===== src/rtl/vm2_board_pkg.sv =====
// Shared types and default constants for the VM2 board-level local-bus controller.
package vm2_board_pkg;

  typedef enum logic [1:0] {
    IDLE,
    ROM_WAIT,
    EXT_WAIT,
    DONE
  } ack_state_e;

  localparam logic [15:0] STARTUP_DEFAULT = 16'o140001;
  localparam logic [3:0]  ROM_WIN_DEFAULT = 4'b1110;
  localparam logic [3:0]  RAM_WIN_DEFAULT = 4'b1111;

endpackage


===== src/rtl/vm2_btn_debounce.sv =====
// Timer-enable button logic: synchronisers, 50 Hz edge detect, debounce run
// counter and press latch driving the timer_status toggle and timer events.
module vm2_btn_debounce #(
  parameter int unsigned DEB_LEN = 2
) (
  input  logic clk_i,
  input  logic rst_ni,
  input  logic t50_i,
  input  logic btn_i,
  output logic status_o,
  output logic evnt_o
);

  localparam int unsigned   CW      = 4;
  localparam logic [CW-1:0] DEB_MAX = CW'(DEB_LEN);

  logic [1:0]    t50_sync_q, btn_sync_q;
  logic          t50_prev_q, btn_prev_q;
  logic [CW-1:0] cnt_q, cnt_d;
  logic          latch_q, latch_d;
  logic          status_q, status_d;
  logic          t50_edge, btn_s;

  function automatic logic [CW-1:0] sat_inc(input logic [CW-1:0] v);
    return (v >= DEB_MAX) ? DEB_MAX : v + CW'(1);
  endfunction

  assign t50_edge = t50_sync_q[1] & ~t50_prev_q;
  assign btn_s    = btn_sync_q[1];
  assign status_o = status_q;
  assign evnt_o   = t50_edge & status_q;

  always_comb begin
    cnt_d    = cnt_q;
    latch_d  = latch_q;
    status_d = status_q;
    if (t50_edge) begin
      cnt_d = (btn_s == btn_prev_q) ? sat_inc(cnt_q) : CW'(1);
      // The latch makes a held press toggle once; only a stable release re-arms it
      if (cnt_d == DEB_MAX) begin
        if (btn_s && !latch_q) begin
          status_d = ~status_q;
          latch_d  = 1'b1;
        end else if (!btn_s) begin
          latch_d  = 1'b0;
        end
      end
    end
  end

  always_ff @(posedge clk_i) begin
    if (!rst_ni) begin
      t50_sync_q <= '0;
      btn_sync_q <= '0;
      t50_prev_q <= 1'b0;
      btn_prev_q <= 1'b0;
      cnt_q      <= '0;
      latch_q    <= 1'b0;
      status_q   <= 1'b1;
    end else begin
      t50_sync_q <= {t50_sync_q[0], t50_i};
      btn_sync_q <= {btn_sync_q[0], btn_i};
      t50_prev_q <= t50_sync_q[1];
      if (t50_edge) btn_prev_q <= btn_s;
      cnt_q      <= cnt_d;
      latch_q    <= latch_d;
      status_q   <= status_d;
    end
  end

endmodule


===== src/rtl/vm2_board_ctl.sv =====
// VM2 board local-bus controller: address decode, ack/timeout FSM, CPU
// slow-down clock enable, startup vector mux and 50 Hz timer enable.
module vm2_board_ctl
  import vm2_board_pkg::*;
#(
  parameter logic [15:0] STARTUP  = STARTUP_DEFAULT,
  parameter logic [3:0]  ROM_WIN  = ROM_WIN_DEFAULT,
  parameter logic [3:0]  RAM_WIN  = RAM_WIN_DEFAULT,
  parameter int unsigned ROM_WS   = 1,
  parameter int unsigned TMO_CYC  = 255,
  parameter int unsigned SLOW_DIV = 21,
  parameter int unsigned DEB_LEN  = 2
) (
  input  logic        clk_p,
  input  logic        rst_n,
  input  logic        cpuslow,
  output logic        cpu_clk_ena,
  input  logic [16:0] full_adr,
  input  logic        local_cyc,
  input  logic        local_stb,
  output logic        cpu_ack,
  output logic        bus_err,
  input  logic [15:0] rom_dat,
  output logic        rom_stb,
  input  logic [15:0] cpu_dat_i,
  output logic [15:0] local_dat_o,
  output logic        sysram_stb,
  input  logic        global_ack,
  output logic        cpu_cyc_o,
  input  logic        una,
  input  logic [15:0] ivec,
  input  logic        cpu_istb,
  output logic [15:0] vector,
  output logic        istb,
  input  logic        timer_50,
  input  logic        timer_button,
  output logic        timer_status,
  output logic        evnt
);

  localparam int unsigned   TW        = $clog2(TMO_CYC);
  localparam logic [TW-1:0] TMO_LAST  = TW'(TMO_CYC - 1);
  localparam logic [4:0]    SLOW_LAST = 5'(SLOW_DIV - 1);

  ack_state_e    state_q, state_d;
  logic [2:0]    ws_q, ws_d;
  logic [TW-1:0] tmo_q, tmo_d;
  logic [4:0]    div_q, div_d;
  logic          slow_q;
  logic          unused_adr;

  assign unused_adr  = ^full_adr[12:0];

  assign rom_stb     = local_cyc & local_stb & (full_adr[16:13] == ROM_WIN);
  assign sysram_stb  = local_cyc & local_stb & (full_adr[16:13] == RAM_WIN);
  assign local_dat_o = rom_stb ? rom_dat : cpu_dat_i;
  assign cpu_cyc_o   = local_cyc & ~full_adr[16];

  assign vector      = una ? STARTUP : ivec;
  assign istb        = cpu_istb & ~una;

  always_comb begin
    state_d = state_q;
    ws_d    = ws_q;
    tmo_d   = tmo_q;
    cpu_ack = 1'b0;
    bus_err = 1'b0;
    if (!local_cyc) begin
      state_d = IDLE;
    end else begin
      case (state_q)
        IDLE: begin
          if (local_stb) begin
            if (rom_stb) begin
              state_d = ROM_WAIT;
              ws_d    = 3'(ROM_WS);
            end else begin
              state_d = EXT_WAIT;
              tmo_d   = '0;
            end
          end
        end
        ROM_WAIT: begin
          if (ws_q == 3'd0) begin
            cpu_ack = 1'b1;
            state_d = DONE;
          end else begin
            ws_d = ws_q - 3'd1;
          end
        end
        EXT_WAIT: begin
          // A real ack wins over a timeout landing on the same cycle
          if (global_ack) begin
            cpu_ack = 1'b1;
            state_d = DONE;
          end else if (tmo_q == TMO_LAST) begin
            cpu_ack = 1'b1;
            bus_err = 1'b1;
            state_d = DONE;
          end else begin
            tmo_d = tmo_q + TW'(1);
          end
        end
        DONE: begin
          if (!local_stb) state_d = IDLE;
        end
        default: state_d = IDLE;
      endcase
    end
  end

  // Divider restarts from 0 whenever cpuslow changes and idles at 0 in fast mode
  always_comb begin
    div_d = '0;
    if (cpuslow && (cpuslow == slow_q) && (div_q != SLOW_LAST)) div_d = div_q + 5'd1;
  end

  assign cpu_clk_ena = ~cpuslow | (div_q == 5'd0);

  always_ff @(posedge clk_p) begin
    if (!rst_n) begin
      state_q <= IDLE;
      ws_q    <= '0;
      tmo_q   <= '0;
      div_q   <= '0;
      slow_q  <= 1'b0;
    end else begin
      state_q <= state_d;
      ws_q    <= ws_d;
      tmo_q   <= tmo_d;
      div_q   <= div_d;
      slow_q  <= cpuslow;
    end
  end

  vm2_btn_debounce #(
    .DEB_LEN (DEB_LEN)
  ) u_btn (
    .clk_i    (clk_p),
    .rst_ni   (rst_n),
    .t50_i    (timer_50),
    .btn_i    (timer_button),
    .status_o (timer_status),
    .evnt_o   (evnt)
  );

endmodule


===== config.mk =====
export PLATFORM = sky130hd
export DESIGN_NAME = vm2_board_ctl
export DESIGN_NICKNAME = d
export VERILOG_FILES = /design/src/rtl/vm2_board_pkg.sv /design/src/rtl/vm2_btn_debounce.sv /design/src/rtl/vm2_board_ctl.sv
export SDC_FILE = /design/constraint.sdc
export NUM_CORES = 1
export LEC_CHECK = 0
export BUFFER_PORTS_ARGS = -buffer_cell sky130_fd_sc_hd__buf_2
export CAP_MARGIN = 40
export CORE_AREA = 2 2 82 76
export CTS_CLUSTER_DIAMETER = 200
export CTS_CLUSTER_SIZE = 24
export DETAILED_ROUTE_END_ITERATION = 8
export DIE_AREA = 0 0 84 78
export PLACE_DENSITY = 0.66
export SLEW_MARGIN = 15
export SYNTH_ARGS = -nofsm -noshare
export SYNTH_HDL_FRONTEND = slang
export SYNTH_SLANG_ARGS = --single-unit

===== constraint.sdc =====
create_clock -name clk_p -period 2.3 [get_ports clk_p]
set_clock_uncertainty 0.15 [all_clocks]
set_input_delay 0.345 -clock clk_p [delete_from_list [all_inputs] [get_ports clk_p]]
set_output_delay 0.345 -clock clk_p [all_outputs]
set_load 0.005 [all_outputs]

==> metrics.log <==
INFO  metric critPathMaxFanout = 5
INFO  metric wire_per_inst = approximately 11 um
INFO  metric register_bit_count_reported_by_yosys = 31
INFO  metric start_util = between 30% and 40%
INFO  metric placedInstanceArea = 2540 um^2
INFO  metric drt_pass1_iterations = 4
INFO  metric placed_cells = approximately 400
INFO  metric final_cells = 406
INFO  metric cts-buffers-inserted = 5
INFO  metric synth_top_area_share = about 32%
INFO  metric synth_warnings = 0
INFO  metric grt_pass1_vias = roughly 1,800
INFO  metric synth_to_layout_area_growth = 36.9%
INFO  metric half_perimeter_wire_length_after_detailed_placement = about 3.7 mm
INFO  metric clk_path_buf_depth = 2
INFO  metric synth.distinct_cells = 45
INFO  metric syn-num-nets = 310
INFO  metric p_per_area = 438 nW/um^2
INFO  metric post_route_cells_drive_above_1_share = a little over two fifths
INFO  metric min_period = around 2100 ps
INFO  metric clk_pin_slew_worst_paths = 60 ps
INFO  metric timing.final.crit_share = approximately 93%
INFO  metric antenna_cells_inserted = 0
INFO  metric final.fill_count = 557
INFO  metric status = completed
INFO  metric rows = 26
INFO  metric die_w = between 80 and 90 um
INFO  metric required_time_of_the_critical_path = about 1800 ps
INFO  metric power.ir.vdd_worst = roughly 0.29 mV
INFO  metric yosys.area.top_type = sky130_fd_sc_hd__dfxtp_1
INFO  metric finalSetupViolations = 0
INFO  metric pin_count = roughly 120
INFO  metric postSynth.asyncResetShare = 0%
INFO  metric power_leakage = between 1 and 1.5 nW
INFO  metric port-buffer-count = between 100 and 150
INFO  metric synth_enable_flop_cells = 0
INFO  metric max_slew_margin = 69.2%
INFO  metric ctsRootBufferMaster = sky130_fd_sc_hd__clkbuf_8
INFO  metric insertion_delay = 270 ps
INFO  metric synthCells = between 200 and 250
INFO  metric achievable-frequency = 467 MHz
INFO  metric multi_input_area = 1230 um^2
INFO  metric routed_via_density = between 4 and 5
INFO  metric dieArea = 6550 um^2
INFO  metric cts.htree.levels = 2
INFO  metric gp_congestion = between 0.7 and 0.8
INFO  metric wl = ~4.6 mm
INFO  metric max_cap_violations = 0
INFO  metric synth_sequential_area_ratio = between 30% and 40%
INFO  metric grt_first_pass_wirelength = roughly 7.6 mm
INFO  metric hold_violations = 0
INFO  metric detailroute.via_count = a little under 2,000
INFO  metric worst-endpoint-arrival = 1650 ps
INFO  metric fin_nets = ~420
INFO  metric setup_crit_end_kind = output pin
INFO  metric max_slew.worst_pin.slew = ~460 ps
INFO  metric hold_path_class = input port to flop
INFO  metric final_design_area_no_fill = between 2000 and 3000 um^2
INFO  metric synth.most_common_cell = sky130_fd_sc_hd__dfxtp_1
INFO  metric cts_tree = yes
INFO  metric grt-ovfl-total = 0
INFO  metric slew_violations = 0
INFO  metric grt_start_max_net_pins = 20
INFO  metric main_synth_ff_type = sky130_fd_sc_hd__dfxtp_1
INFO  metric most_common_library_cells_after_synthesis = sky130_fd_sc_hd__dfxtp_1, sky130_fd_sc_hd__nor2b_1, sky130_fd_sc_hd__nand2_1
INFO  metric cts.sinks = 31
INFO  metric dieHeight = 78 um
INFO  metric cts-hold-fix-buffers = 0
INFO  metric totalNegativeSetupSlack = 0 ps
INFO  metric core_region_area = ~5600 um^2
INFO  metric hold_slack = between 100 and 150 ps
INFO  metric initialDrtViolationCount = 55
INFO  metric overall_fraction_of_global_route_tracks_in_use = around 14%
INFO  metric grt_antenna_before_repair = 0
INFO  metric route.detailed.drc = 0
INFO  metric path_class = flop to output pin
INFO  metric layout.area.seq = 621 um^2
INFO  metric count_of_nets_left_with_antenna_violations_after_detail_routing = 0
INFO  metric synth_area = around 1900 um^2
INFO  metric postSynthAreaPerCell = about 8.7 um^2
INFO  metric synth.area.top_cells = sky130_fd_sc_hd__dfxtp_1, sky130_fd_sc_hd__mux2_2, sky130_fd_sc_hd__ha_1, sky130_fd_sc_hd__nor2b_1, sky130_fd_sc_hd__a21oi_1
INFO  metric worstSetupStartpointType = flop
[metrics by stage]
stage	util, %	total power, mW	setup slack (ps)
6_report	47.2	1.16	157
5_1_grt	47.2	1.23	-7.06
4_1_cts	46.6	1.18	16.2
3_5_place_dp	45.2	0.772	206
3_3_place_gp	45.2	0.768	262
2_1_floorplan	-	0.666	387
[report_power, final]
part	total (mW)	internal [mW]	leakage, nW	switching (mW)
Sequential	0.556	0.547	0.252	0.00827
Clock	0.401	0.212	0.0422	0.189
Combinational	0.206	0.113	0.907	0.0931
[cell families after synthesis]
group                      count (synthesis)  share of synthesized area, %
AOI/OAI and AO/OA                         41                          13.6
xor gates and xnor gates                   5                          2.26
adders and majority gates                 12                          7.74
buffers and inverters                     20                          4.84
DFF                                       31                          32.0
muxes                                     19                          10.8
and+or+nand+nor                           95                          28.7
[path summary, 6_finish.rpt]
path | startpoint | endpoint | slack, ps | cells past startpoint
worst min-delay path | timer_50 | u_btn.t50_sync_q[0]$_SDFF_PN0_ | 130 | 2
worst max-delay path | state_q[0]$_SDFFE_PN0P_ | cpu_ack | 160 | 7
worst max register to register | tmo_q[0]$_SDFFE_PN0P_ | tmo_q[4]$_SDFFE_PN0P_ | 180 | 8
worst min register to register | u_btn.btn_sync_q[0]$_SDFF_PN0_ | u_btn.btn_sync_q[1]$_SDFF_PN0_ | 280 | 1
[placed cells by master (no fill, tap or decap), types with 2 or more instances in the layout]
cell and n:
sky130_fd_sc_hd__a21boi_0 3, sky130_fd_sc_hd__a21oi_1 13, sky130_fd_sc_hd__and2_1 8, sky130_fd_sc_hd__and3_1 2, sky130_fd_sc_hd__and4b_1 3, sky130_fd_sc_hd__buf_2 102
sky130_fd_sc_hd__buf_4 9, sky130_fd_sc_hd__clkbuf_1 2, sky130_fd_sc_hd__clkbuf_8 5, sky130_fd_sc_hd__dfxtp_1 31, sky130_fd_sc_hd__ha_1 11, sky130_fd_sc_hd__inv_1 14
sky130_fd_sc_hd__mux2_2 16, sky130_fd_sc_hd__mux2i_1 3, sky130_fd_sc_hd__nand2_1 17, sky130_fd_sc_hd__nand3_1 8, sky130_fd_sc_hd__nand4_1 6, sky130_fd_sc_hd__nor2_1 8
sky130_fd_sc_hd__nor2b_1 20, sky130_fd_sc_hd__o211ai_1 2, sky130_fd_sc_hd__o21a_1 2, sky130_fd_sc_hd__o21ai_0 7, sky130_fd_sc_hd__o31ai_1 6, sky130_fd_sc_hd__o41ai_1 2
sky130_fd_sc_hd__or2_2 3, sky130_fd_sc_hd__or3_1 2, sky130_fd_sc_hd__or4_1 7, sky130_fd_sc_hd__xnor2_1 2, sky130_fd_sc_hd__xor2_1 3
[critical path: stages (launching register included)]
cell and delay [ps]:
sky130_fd_sc_hd__dfxtp_1 340, sky130_fd_sc_hd__inv_1 90, sky130_fd_sc_hd__ha_2 220, sky130_fd_sc_hd__nand4_1 140, sky130_fd_sc_hd__o21ai_4 230, sky130_fd_sc_hd__inv_1 60
sky130_fd_sc_hd__a21oi_1 160, sky130_fd_sc_hd__buf_2 140
[sequential cells by signal (all words and copies together) (netlist names)]
name              count
tmo_q                 8
u_btn.cnt_q           4
state_q               2
ws_q                  3
u_btn.t50_prev_q      1
div_q                 5
slow_q                1
u_btn.t50_sync_q      2
u_btn.status_o        1
u_btn.btn_prev_q      1
u_btn.btn_sync_q      2
u_btn.latch_q         1
[per-layer routing]
layer | vias up | track usage, % | share of wire, %
li1 | 1021 | - | -
met1 | 838 | 15.4 | 44
met2 | 62 | 26.0 | 49
met3 | 5 | 4.47 | 6.4
met4 | 0 | 4.84 | 0.95
met5 | - | 0 | 0
[final cells by class]
cell class | count | area share, %
clock buffers | 7 | 2.87
well taps | 70 | 3.30
repair buffers | 111 | 21.8
multi-input cells | 172 | 46.5
flip-flops and latches | 31 | 23.4
clock inverters | 1 | 0.189
inverters | 14 | 1.98
[what timing repair did]
action	4_1_cts	5_1_grt
buffers inserted	0	3
endpoints found under the hold margin	0	0
setup endpoints to repair	0	1
resized for setup	0	2
(Power assumes the default switching activity.)
